==> config.mk <==
export PLATFORM = sky130hd
export DESIGN_NAME = mips_perf_ctr
export DESIGN_NICKNAME = d
export VERILOG_FILES = /design/src/rtl/mips_perf_pkg.sv /design/src/rtl/sat_counter.sv /design/src/rtl/mips_perf_ctr.sv
export SDC_FILE = /design/constraint.sdc
export NUM_CORES = 1
export LEC_CHECK = 0
export CORE_MARGIN = 3
export CORE_UTILIZATION = 50
export CTS_CLUSTER_DIAMETER = 200
export DETAILED_ROUTE_END_ITERATION = 6
export DONT_BUFFER_PORTS = 1
export PLACE_DENSITY = 0.68
export SYNTH_ARGS = -nofsm -noshare
export SYNTH_HDL_FRONTEND = slang
export SYNTH_SLANG_ARGS = --single-unit
==> constraint.sdc <==
create_clock -name clk -period 2.5 [get_ports clk]
set_input_delay 0.5 -clock clk [delete_from_list [all_inputs] [get_ports clk]]
set_output_delay 0.5 -clock clk [all_outputs]
set_load 0.1 [all_outputs]
==> src/rtl/mips_perf_pkg.sv <==
// Shared types and constants for the MIPS performance-counter unit.
// Latency/backpressure: n/a (definitions only).
package mips_perf_pkg;

  typedef enum logic [1:0] {
    ST_STOPPED = 2'd0,
    ST_RUN     = 2'd1,
    ST_FROZEN  = 2'd2
  } perf_state_e;

  // Byte offsets from BASE_ADDR, with address bits [1:0] already dropped.
  localparam logic [4:0] OFF_CTRL  = 5'h00;
  localparam logic [4:0] OFF_TOTAL = 5'h04;
  localparam logic [4:0] OFF_STALL = 5'h08;
  localparam logic [4:0] OFF_FLUSH = 5'h0C;
  localparam logic [4:0] OFF_INSTR = 5'h10;

  localparam int CTRL_RUN    = 0;
  localparam int CTRL_CLR    = 1;
  localparam int CTRL_FROZEN = 2;
  localparam int CTRL_OVF    = 3;

  localparam logic [31:0] SAT_MAX = 32'hFFFF_FFFF;

  // Field order matches the CTRL bit indices above (run is bit 0).
  typedef struct packed {
    logic [27:0] rsvd;
    logic        ovf;
    logic        frozen;
    logic        clr;
    logic        run;
  } ctrl_reg_t;

endpackage

==> src/rtl/sat_counter.sv <==
// 32-bit saturating event counter with sticky overflow; clr beats inc.
// Latency: count updates 1 cycle after inc; no backpressure.
module sat_counter
  import mips_perf_pkg::*;
(
  input  logic        clk,
  input  logic        rst_n,
  input  logic        clr,
  input  logic        inc,
  output logic [31:0] count,
  output logic        ovf
);

  always_ff @(posedge clk) begin
    if (!rst_n) begin
      count <= '0;
      ovf   <= 1'b0;
    end else if (clr) begin
      count <= '0;
      ovf   <= 1'b0;
    end else if (inc) begin
      if (count == SAT_MAX) ovf <= 1'b1;
      else                  count <= count + 32'd1;
    end
  end

endmodule

==> src/rtl/mips_perf_ctr.sv <==
// Memory-mapped total/stall/flush cycle counters; optional INSTR counter under PERF_INSTR_CNT_EN.
// Latency: reads combinational, CTRL writes take effect at the sampling edge; no backpressure.
module mips_perf_ctr
  import mips_perf_pkg::*;
#(
  parameter logic [31:0] BASE_ADDR = 32'hFFFF_FF00
) (
  input  logic        clk,
  input  logic        rst_n,
  input  logic        stall_D,
  input  logic        flush_E,
  input  logic        instr_retire,
  input  logic        halt,
  input  logic [31:0] addr,
  input  logic        we,
  input  logic [31:0] wdata,
  output logic        hit,
  output logic [31:0] rdata,
  output logic [31:0] total_cycles,
  output logic [31:0] stall_cycles,
  output logic [31:0] flush_cycles
);

  perf_state_e state;
  ctrl_reg_t   ctrl_rd;
  logic [4:0]  off;
  logic        counting;
  logic        ctrl_wr;
  logic        clr;
  logic        total_ovf, stall_ovf, flush_ovf, instr_ovf;
  logic        ovf_any;
  logic [31:0] instr_count;

  assign off      = {addr[4:2], 2'b00};
  assign hit      = (addr[31:5] == BASE_ADDR[31:5]);
  assign ctrl_wr  = hit && we && (off == OFF_CTRL);
  assign clr      = ctrl_wr && wdata[CTRL_CLR];
  assign counting = (state == ST_RUN);

  always_ff @(posedge clk) begin
    if (!rst_n) begin
      state <= ST_RUN;
    end else if (ctrl_wr) begin
      // Re-arming while the core is still halted goes straight back to FROZEN.
      if (wdata[CTRL_RUN]) state <= halt ? ST_FROZEN : ST_RUN;
      else                 state <= ST_STOPPED;
    end else if (state == ST_RUN && halt) begin
      state <= ST_FROZEN;
    end
  end

  sat_counter u_total (
    .clk   (clk),
    .rst_n (rst_n),
    .clr   (clr),
    .inc   (counting),
    .count (total_cycles),
    .ovf   (total_ovf)
  );

  sat_counter u_stall (
    .clk   (clk),
    .rst_n (rst_n),
    .clr   (clr),
    .inc   (counting && stall_D),
    .count (stall_cycles),
    .ovf   (stall_ovf)
  );

  sat_counter u_flush (
    .clk   (clk),
    .rst_n (rst_n),
    .clr   (clr),
    .inc   (counting && flush_E),
    .count (flush_cycles),
    .ovf   (flush_ovf)
  );

`ifdef PERF_INSTR_CNT_EN
  sat_counter u_instr (
    .clk   (clk),
    .rst_n (rst_n),
    .clr   (clr),
    .inc   (counting && instr_retire),
    .count (instr_count),
    .ovf   (instr_ovf)
  );
`else
  logic unused_retire;
  assign unused_retire = instr_retire;
  assign instr_count   = '0;
  assign instr_ovf     = 1'b0;
`endif

  logic unused_bits;
  assign unused_bits = ^{addr[1:0], wdata[31:2]};

  assign ovf_any = total_ovf || stall_ovf || flush_ovf || instr_ovf;

  always_comb begin
    ctrl_rd        = '0;
    ctrl_rd.run    = (state != ST_STOPPED);
    ctrl_rd.frozen = (state == ST_FROZEN);
    ctrl_rd.ovf    = ovf_any;
    rdata          = '0;
    if (hit) begin
      case (off)
        OFF_CTRL:  rdata = ctrl_rd;
        OFF_TOTAL: rdata = total_cycles;
        OFF_STALL: rdata = stall_cycles;
        OFF_FLUSH: rdata = flush_cycles;
        OFF_INSTR: rdata = instr_count;
        default:   rdata = '0;
      endcase
    end
  end

endmodule

==> results of run 1 <==
[cell usage in the layout, fill, tap and decap left out, types with 3 or more instances in the layout]
master	Yosys	final
inv_1	14	14
nand3_1	32	32
a22oi_1	29	29
and4_1	13	13
nor3_1	9	9
and2_1	10	9
o211ai_1	5	5
ha_1	3	3
mux2_2	27	27
dfxtp_2	0	59
mux2i_1	8	8
xor2_1	6	6
or4_1	16	16
o21ai_0	58	58
and3_1	11	11
a31oi_1	4	4
buf_4	3	119
nand3b_1	5	5
or2_2	3	3
clkinv_2	0	3
nor2_1	64	34
o31ai_1	13	12
a211oi_1	8	6
nor4_4	2	3
o2111ai_1	3	3
or3_1	55	55
xnor2_1	9	9
nand2_1	51	51
dfxtp_1	101	42
nand4_1	44	44
o21ai_1	8	8
clkbuf_16	0	9
a21oi_1	69	69
nor4_2	2	3
nor4_1	5	3
buf_12	0	39
nor2_4	0	30
o21a_1	3	3
[layer usage]
layer	share of wire (%)	track usage [%]
met5	0.061	0
met4	2.1	9.82
met3	11	8.62
met2	48	50.7
met1	38	40.1
[timing repair]
action,CTS,global route
buffers inserted,1,2
hold buffers,0,0
gates resized for setup,2,1
endpoints found under the setup margin,33,36
[power by group through the flow]
stage          registers, W  clock network (W)  logic [W]
2_1_floorplan       0.00175                  0   0.000126
3_3_place_gp        0.00167                  0   0.000249
3_5_place_dp        0.00167                  0   0.000255
4_1_cts             0.00164            0.00150   0.000257
5_1_grt             0.00164            0.00156   0.000271
6_report            0.00164            0.00149   0.000258
[critical path, delay by kind of cell]
family / cells / cell delay, ns
buf+inv: 2 / 0.43
simple gates: 4 / 1.07
[cells in the mapped netlist (all sizes together) (16+ instances only)]
cell type	number	share of area [%]
nand3	32	2.7
o21ai	67	5.6
dfxtp	101	33
nand2	51	3.2
a22oi	29	3.6
or3	55	5.7
buf	24	2.2
nand4	45	4.9
nor2	64	4.0
or4	16	2.0
clkbuf	19	1.2
mux2	28	5.3
a21oi	69	5.7
[how the worst min path moves through the flow]
stage	start	endpoint	slack, ns	cells after the start
finish	rst_n	state[1]	0.29	2
CTS	rst_n	state[1]	0.29	2
floorplan	u_total.ovf	u_total.ovf	0.44	2
global placement	u_flush.ovf	u_flush.ovf	0.45	1
global route	rst_n	state[1]	0.30	2
detailed placement	u_flush.ovf	u_flush.ovf	0.46	1
[cells by family (layout without fill, tap and decap cells)]
group / after synthesis / after routing / share of synthesized area (%)
adder cells (fa/ha/maj): 3 / 3 / 0.622
multiplexers: 36 / 36 / 6.61
flip-flops: 101 / 101 / 33.5
XOR/XNOR: 15 / 15 / 2.18
buffers and inverters: 57 / 188 / 4.29
AO/OA/AOI/OAI: 213 / 213 / 21.2
AND/OR/NAND/NOR: 335 / 335 / 31.6
[state kept, by name (all words and copies together), names as in the netlist]
name / count
u_flush.ovf: 1
state: 2
u_total.ovf: 1
u_stall.count: 32
u_flush.count: 32
u_total.count: 32
u_stall.ovf: 1
[per-stage QoR]
step / cells / setup slack (ns) / setup TNS (ns) / hold slack, ns
global route: 1034 / -0.0989 / -2.10 / 0.301
finish: 1034 / -0.0316 / -0.153 / 0.293
global placement: 1015 / -0.0742 / -1.46 / 0.452
CTS: 1032 / -0.0666 / -0.949 / 0.285
floorplan: 760 / -0.286 / -6.16 / 0.438
detailed placement: 1015 / -0.131 / -2.53 / 0.461
[layout make-up]
| cell class | count | area (um^2) | area share (%) |
|---|---|---|---|
| Multi-Input combinational cell | 602 | 4070 | 48.6 |
| Sequential cell | 101 | 2100 | 25.0 |
| Timing Repair Buffer | 158 | 1670 | 20.0 |
| Clock buffer | 11 | 233 | 2.78 |
| Tap cell | 143 | 179 | 2.14 |
| Clock inverter | 5 | 75.1 | 0.896 |
| Inverter | 14 | 52.6 | 0.627 |
==> impl_metrics.yaml, run 1 <==
cts:
  cts_buffers: 9
  ctsHtreeMaxLevel: 3
  clk_transition_reported_paths_ns: 0.06
  worstSkewPairLatency_ns: 0.35
  cts_tree: "yes"
  numClockSinks: 101
  cts.path.max_buffers: 2
  root_buffer: "clkbuf_16"
place:
  io_buffers: 0
  place.detailed.hpwl_mm: 15.8
  globalplace.congestion: 0.944
  place_area_um2: 8030
global_route:
  grt_overflow: 0
  grt_max_degree: 43
  first_pass_grt_wire_length_mm: 33.1
  globalRouteTotalUtil_pct: 31.1
  first_global_vias: 6329
  grt_antenna_before_repair: 1
timing:
  final.min_clock_period_ns: 2.53
  worst_slack_ns: -0.0316
  hold_violations: 0
  max_freq_ghz: 0.395
  setup_viol: 18
  timing_max_transition_violations_final: 0
  post-route-period-util_pct: 101
  slew_headroom_pct: 50.6
  grt_setup_unrepaired: "yes"
  fin_worst_skew_ns: 0.00540
  worst_pin_slew_ns: 0.736
floorplanning:
  start_util_pct: 52.0
  placement_row_count: 39
  dieArea_um2: 13400
  floorplan.die.width_um: 116
  design.core.area_um2: 11600
  dieHeight_um: 116
  io_pins: 200
route:
  antenna_violating_nets_post_route: 0
  drt_iter0_markers: 628
  wl_per_cell_um: 20.6
  post-route-drc-count: 0
  vias_per_cell: 6.58
  dr_total_vias: 6803
  routed_wl_mm: 21.3
  length_of_the_first_detailed_routing_pass_in_iterations: 5
synth:
  async_flop_share_pct: 0
  synth_area_per_cell_um2: 7.95
  synth.ff_latch_count: 101
  yosysWarningCount: 0
  yosys_most_used_dff: "dfxtp_1"
  syn-instance-count: 760
  synth_edf_count: 0
  syn-num-nets: 834
  mappedNetlistArea_um2: 6040
  seq_area_frac_synth_pct: 33.5
  post_synth_num_cell_types: 59
outcome:
  violated_checks: "setup timing"
  run_status: "finished with violations"
setup_path:
  setup.worst_path.start: "addr[6]"
  capture_point_of_the_critical_path: "rdata[21]"
  reg2reg_depth: 5
  worst_setup_path_end_kind: "output pin"
  critPathMaxFanout: 24
  worst_setup_path_start_kind: "input pin"
  critical_path.reg2reg.startpoint: "state[0]"
  crit_slowest_cell: "or4b_4"
  critical_path.reg2reg.endpoint: "u_flush.count[27]"
  critPathMaxStageDelay_ns: 0.53
  minimum_setup_slack_among_reg_to_reg_paths_ns: 0.19
  worst-endpoint-arrival_ns: 2.03
  critPathMostFrequentCell: "buf_12"
  cp.required_ns: 2.00
  worst_setup_path_type: "input pin to output pin"
  critical_path.cell_chain: "or4b_4 > nor4_4 > nand3b_4 > buf_12 > nor2_4 > buf_12"
power_and_ir_drop:
  power_leakage_nw: 2.90
  switching_share_pct: 24.1
  power_report.internal_total_w: 0.00257
  comb_power_share_pct: 7.6
  share_clk_of_total_power_pct: 44.1
  vdd_ir_drop_max_uv: 369
  powerDensity_nw_per_um2: 405
  report.power.total_w: 0.00339
  seq_power_share_pct: 48.3
  net-switching-power_w: 0.000818
cells_and_area:
  fillerInstances: 878
  final_util_pct: 72.1
  insertedDiodeCount: 0
  layout-area-overhead-vs-synth_pct: 38.7
  final_area_um2: 8380
  finalNetCount: 960
  drive_above_1_share_pct: 35.0
run:
  maxCapViolations: 0
hold_path:
  timing.hold.worst.class: "input pin to flip-flop"
Power figures use the tool's default switching activity.
==> run 2, diff against run 1 <==
--- a/config.mk
+++ b/config.mk
@@ -5,12 +5,14 @@
 export SDC_FILE = /design/constraint.sdc
 export NUM_CORES = 1
 export LEC_CHECK = 0
+export CAP_MARGIN = 20
 export CORE_MARGIN = 3
 export CORE_UTILIZATION = 50
 export CTS_CLUSTER_DIAMETER = 200
 export DETAILED_ROUTE_END_ITERATION = 6
 export DONT_BUFFER_PORTS = 1
 export PLACE_DENSITY = 0.68
+export SLEW_MARGIN = 10
 export SYNTH_ARGS = -nofsm -noshare
 export SYNTH_HDL_FRONTEND = slang
 export SYNTH_SLANG_ARGS = --single-unit
==> impl_metrics.yaml, run 2 (synthesis gave the netlist of run 1 again) <==
global_route:
  grt_antenna_before_repair: 1
  first_pass_grt_wire_length_mm: 33.1
  globalRouteTotalUtil_pct: 31.1
  grt_max_degree: 43
  first_global_vias: 6329
  grt_overflow: 0
timing:
  grt_setup_unrepaired: "yes"
  timing_max_transition_violations_final: 0
  post-route-period-util_pct: 101
  worst_slack_ns: -0.0337
  fin_worst_skew_ns: 0.00625
  worst_pin_slew_ns: 0.694
  slew_headroom_pct: 53.6
  final.min_clock_period_ns: 2.53
  max_freq_ghz: 0.395
  setup_viol: 21
  hold_violations: 0
floorplanning:
  placement_row_count: 39
  dieArea_um2: 13400
  design.core.area_um2: 11600
  start_util_pct: 52.0
  io_pins: 200
  floorplan.die.width_um: 116
  dieHeight_um: 116
cells_and_area:
  layout-area-overhead-vs-synth_pct: 38.7
  layout_commonest_cell: "buf_4"
  drive_above_1_share_pct: 35.0
  final_area_um2: 8380
  commonest_non_fill_non_tap_cells_in_the_layout: "119 x buf_4, 69 x a21oi_1, 59 x dfxtp_2"
  fin_cells: 1035
  finalNetCount: 961
  top_regs: "u_flush.count (32), u_stall.count (32), u_total.count (32)"
  insertedDiodeCount: 0
  final_util_pct: 72.1
setup_path:
  worst-endpoint-arrival_ns: 2.03
  critPathMaxFanout: 24
  worst_setup_path_type: "input pin to output pin"
  worst_setup_path_end_kind: "output pin"
  cp.required_ns: 2.00
  worst_setup_path_start_kind: "input pin"
cts:
  cts.path.max_buffers: 2
  numClockSinks: 101
  cts_tree: "yes"
  root_buffer: "clkbuf_16"
  clk_transition_reported_paths_ns: 0.06
  ctsHoldBuffers: 0
  ctsHtreeMaxLevel: 3
  worstSkewPairLatency_ns: 0.35
  cts_buffers: 9
outcome:
  run_status: "finished with violations"
  violated_checks: "setup timing"
route:
  antenna_violating_nets_post_route: 0
  length_of_the_first_detailed_routing_pass_in_iterations: 5
  drt_iter0_markers: 540
  routed_wl_mm: 21.2
  dr_total_vias: 6768
  wl_per_cell_um: 20.5
  post-route-drc-count: 0
  vias_per_cell: 6.54
power_and_ir_drop:
  powerDensity_nw_per_um2: 405
  power_leakage_nw: 2.91
  vdd_ir_drop_max_uv: 370
  report.power.total_w: 0.00339
run:
  maxCapViolations: 0
hold_path:
  timing.hold.worst.class: "input pin to flip-flop"
place:
  globalplace.congestion: 0.944
  io_buffers: 0
  dpl_worst_slack_ns: -0.131
  place.detailed.hpwl_mm: 15.8
  place_area_um2: 8030
  dp_cells: 1015
==> run 2: cell types whose count changed in the layout (fill, tap and decap cells not counted) <==
cell	before	now
o31ai_1	12	13
o31ai_2	1	0
buf_2	0	1
==> run 2: what timing repair did <==
item,4_1_cts,5_1_grt
buffers inserted,1,2
endpoints found under the setup margin,33,30
resized for setup,2,0
==> run 2: area by class of cell <==
cell class	instances	area (um^2)
Fill cell	880	3240
Tap cell	143	179
Clock buffer	11	233
Inverter	14	52.6
Clock inverter	5	75.1
Sequential cell	101	2100
Timing Repair Buffer	159	1680
Multi-Input combinational cell	602	4060
==> run 2: per-stage QoR <==
step	hold slack, ns	TNS (ns)
4_1_cts	0.285	-0.949
3_3_place_gp	0.452	-1.46
3_5_place_dp	0.461	-2.53
2_1_floorplan	0.438	-6.16
5_1_grt	0.301	-2.10
6_report	0.289	-0.245
==> run 2: power breakdown <==
| group | switching (W) | leakage (nW) | internal (W) |
|---|---|---|---|
| registers | 0.0000152 | 0.844 | 0.00162 |
| clock network | 0.000622 | 0.153 | 0.000874 |
| logic | 0.000180 | 1.91 | 0.0000772 |
==> run 2: path summary, 6_finish.rpt <==
check / from / to / slack (ns) / cells after the start
worst min register to register: u_flush.ovf / u_flush.ovf / 0.47 / 1
worst max-delay path: addr[6] / rdata[21] / -0.03 / 6
worst min-delay path: rst_n / state[1] / 0.29 / 2
worst max register to register: state[0] / u_flush.count[27] / 0.23 / 5
==> run 2: per-layer routing <==
metal / global-route usage (%) / vias up / part of all wire, %
met3: 8.62 / 42 / 10
met1: 40.1 / 3262 / 40
met2: 50.7 / 324 / 48
li1: - / 3138 / -
met5: 0 / - / 0.061
met4: 9.82 / 2 / 2.1
==> run 2: critical path, cell delays in order <==
cell and delay (ns):
or4b_4 0.53, nor4_4 0.21, nand3b_4 0.18, buf_12 0.24, nor2_4 0.15, buf_12 0.19
==> run 3, diff against run 2 <==
--- a/config.mk
+++ b/config.mk
@@ -8,10 +8,10 @@
 export CAP_MARGIN = 20
 export CORE_MARGIN = 3
 export CORE_UTILIZATION = 50
-export CTS_CLUSTER_DIAMETER = 200
+export CTS_CLUSTER_DIAMETER = 50
 export DETAILED_ROUTE_END_ITERATION = 6
 export DONT_BUFFER_PORTS = 1
-export PLACE_DENSITY = 0.68
+export SETUP_SLACK_MARGIN = 0.3
 export SLEW_MARGIN = 10
 export SYNTH_ARGS = -nofsm -noshare
 export SYNTH_HDL_FRONTEND = slang
==> constraint.sdc (replaced) <==
create_clock -name clk -period 2.75 [get_ports clk]
set_input_delay 0.55 -clock clk [delete_from_list [all_inputs] [get_ports clk]]
set_output_delay 0.55 -clock clk [all_outputs]
set_load 0.1 [all_outputs]
==> impl_metrics.yaml, run 3 (synthesis gave the netlist of run 1 again) <==
floorplanning:
  dieHeight_um: 116
  design.core.area_um2: 11600
  floorplan.die.width_um: 116
  start_util_pct: 52.0
  io_pins: 200
  dieArea_um2: 13400
  placement_row_count: 39
timing:
  post-route-period-util_pct: 96.7
  hold_violations: 0
  timing_max_transition_violations_final: 0
  worst_pin_slew_ns: 0.717
  final.min_clock_period_ns: 2.66
  finalSetupTns_ns: 0
  setup_viol: 0
  worst_slack_ns: 0.0905
  grt_setup_unrepaired: "yes"
  slew_headroom_pct: 52.1
  fin_worst_skew_ns: 0.0146
  max_freq_ghz: 0.376
setup_path:
  worst_setup_path_end_kind: "output pin"
  worst-endpoint-arrival_ns: 2.11
  setup.worst_path.start: "addr[6]"
  cp.required_ns: 2.20
  worst_setup_path_type: "input pin to output pin"
  worst_setup_path_start_kind: "input pin"
  critPathMaxFanout: 24
  critical_path.reg2reg.startpoint: "u_stall.count[10]"
run:
  maxCapViolations: 0
power_and_ir_drop:
  powerDensity_nw_per_um2: 370
  vdd_ir_drop_max_uv: 430
  power_leakage_nw: 2.84
cts:
  cts_tree: "yes"
  cts.path.max_buffers: 2
  ctsHtreeMaxLevel: 3
  cts_buffers: 9
  numClockSinks: 101
  worstSkewPairLatency_ns: 0.36
  clk_transition_reported_paths_ns: 0.06
  root_buffer: "clkbuf_16"
route:
  wl_per_cell_um: 20.5
  routed_wl_mm: 21.0
  drt_iter0_markers: 591
  vias_per_cell: 6.56
  met3RoutedLength_mm: 1.85
  dr_total_vias: 6714
  detail_route.wirelength.met1_mm: 8.66
  route.top_layer_used: "met4"
  post-route-drc-count: 0
  antenna_violating_nets_post_route: 0
  wl_met2_mm: 10.1
  length_of_the_first_detailed_routing_pass_in_iterations: 5
global_route:
  grt_antenna_before_repair: 0
  first_pass_grt_wire_length_mm: 32.7
  grt_max_degree: 45
  first_global_vias: 6188
  globalRouteTotalUtil_pct: 30.8
  grt_overflow: 0
place:
  place.detailed.hpwl_mm: 15.6
  io_buffers: 0
  globalplace.congestion: 0.877
  dpl_worst_slack_ns: -0.0346
cells_and_area:
  layout_commonest_cell: "buf_4"
  finalNetCount: 949
  commonest_non_fill_non_tap_cells_in_the_layout: "111 x buf_4, 70 x dfxtp_2, 69 x a21oi_1"
  drive_above_1_share_pct: 36.0
  insertedDiodeCount: 0
  layout-area-overhead-vs-synth_pct: 37.4
  top_regs: "u_flush.count (32), u_stall.count (32), u_total.count (32)"
outcome:
  run_status: "complete, no violations"
hold_path:
  timing.hold.worst.class: "input pin to flip-flop"
  min-delay-start: "rst_n"
run 3: changes by cell type in the layout (fill, tap and decap cells not counted), moves of 2 or more:
cell and change:
clkbuf_1 -2, dfxtp_1 -13, inv_6 +2, dfxtp_4 +2, clkinv_2 -3, buf_4 -8, buf_12 -3, clkinv_4 +2
dfxtp_2 +11
run 3: stage by stage:
step                util, %  instance area (um^2)  cells  hold slack [ns]  total power, W
floorplan                 -                  6410    760            0.438         0.00170
global placement       68.3                  7930   1004            0.456         0.00174
detailed placement     68.3                  7930   1004            0.463         0.00174
CTS                    71.1                  8260   1021            0.344         0.00308
global route           71.4                  8300   1023            0.342         0.00317
finish                 71.4                  8300   1023            0.345         0.00307
run 3: worst paths after layout:
path / to / slack, ns / cells after the start
setup / recovery: rdata[16] / 0.09 / 6
setup reg to reg: u_stall.count[28] / 0.37 / 6
hold reg to reg: u_flush.ovf / 0.48 / 1
hold / removal: state[1] / 0.34 / 2
run 3: report_power, final:
part	total, W	switching (W)	internal, W
Combinational	0.000218	0.000156	0.0000618
Sequential	0.00150	0.0000225	0.00147
Clock	0.00136	0.000613	0.000747
Total	0.00307	0.000791	0.00228
run 3: repair_timing:
item / CTS / global route
endpoints found under the setup margin: 36 / 54
pin swaps: 1 / 3
buffers inserted: 1 / 2
hold endpoints to repair: 0 / 0
resized for setup: 2 / 3
hold buffers: 0 / 0
run 3: worst max-delay path, cell delays in order:
cell and delay (ns):
or4b_4 0.53, nor4_4 0.21, nand3b_4 0.20, buf_12 0.25, nor2_4 0.16, buf_12 0.19
run 3: routing by layer:
metal  up-vias  global-route usage, %
met5         -                      0
met4         0                   8.04
met3        33                   7.05
met2       288                   50.7
met1      3277                   40.8
li1       3116                      -
run 3: layout make-up:
type	count	area, um^2
Fill cell	952	3320
Tap cell	143	179
Inverter	14	52.6
Timing Repair Buffer	147	1550
Sequential cell	101	2120
Multi-Input combinational cell	602	4080
Clock inverter	6	76.3
Clock buffer	10	239
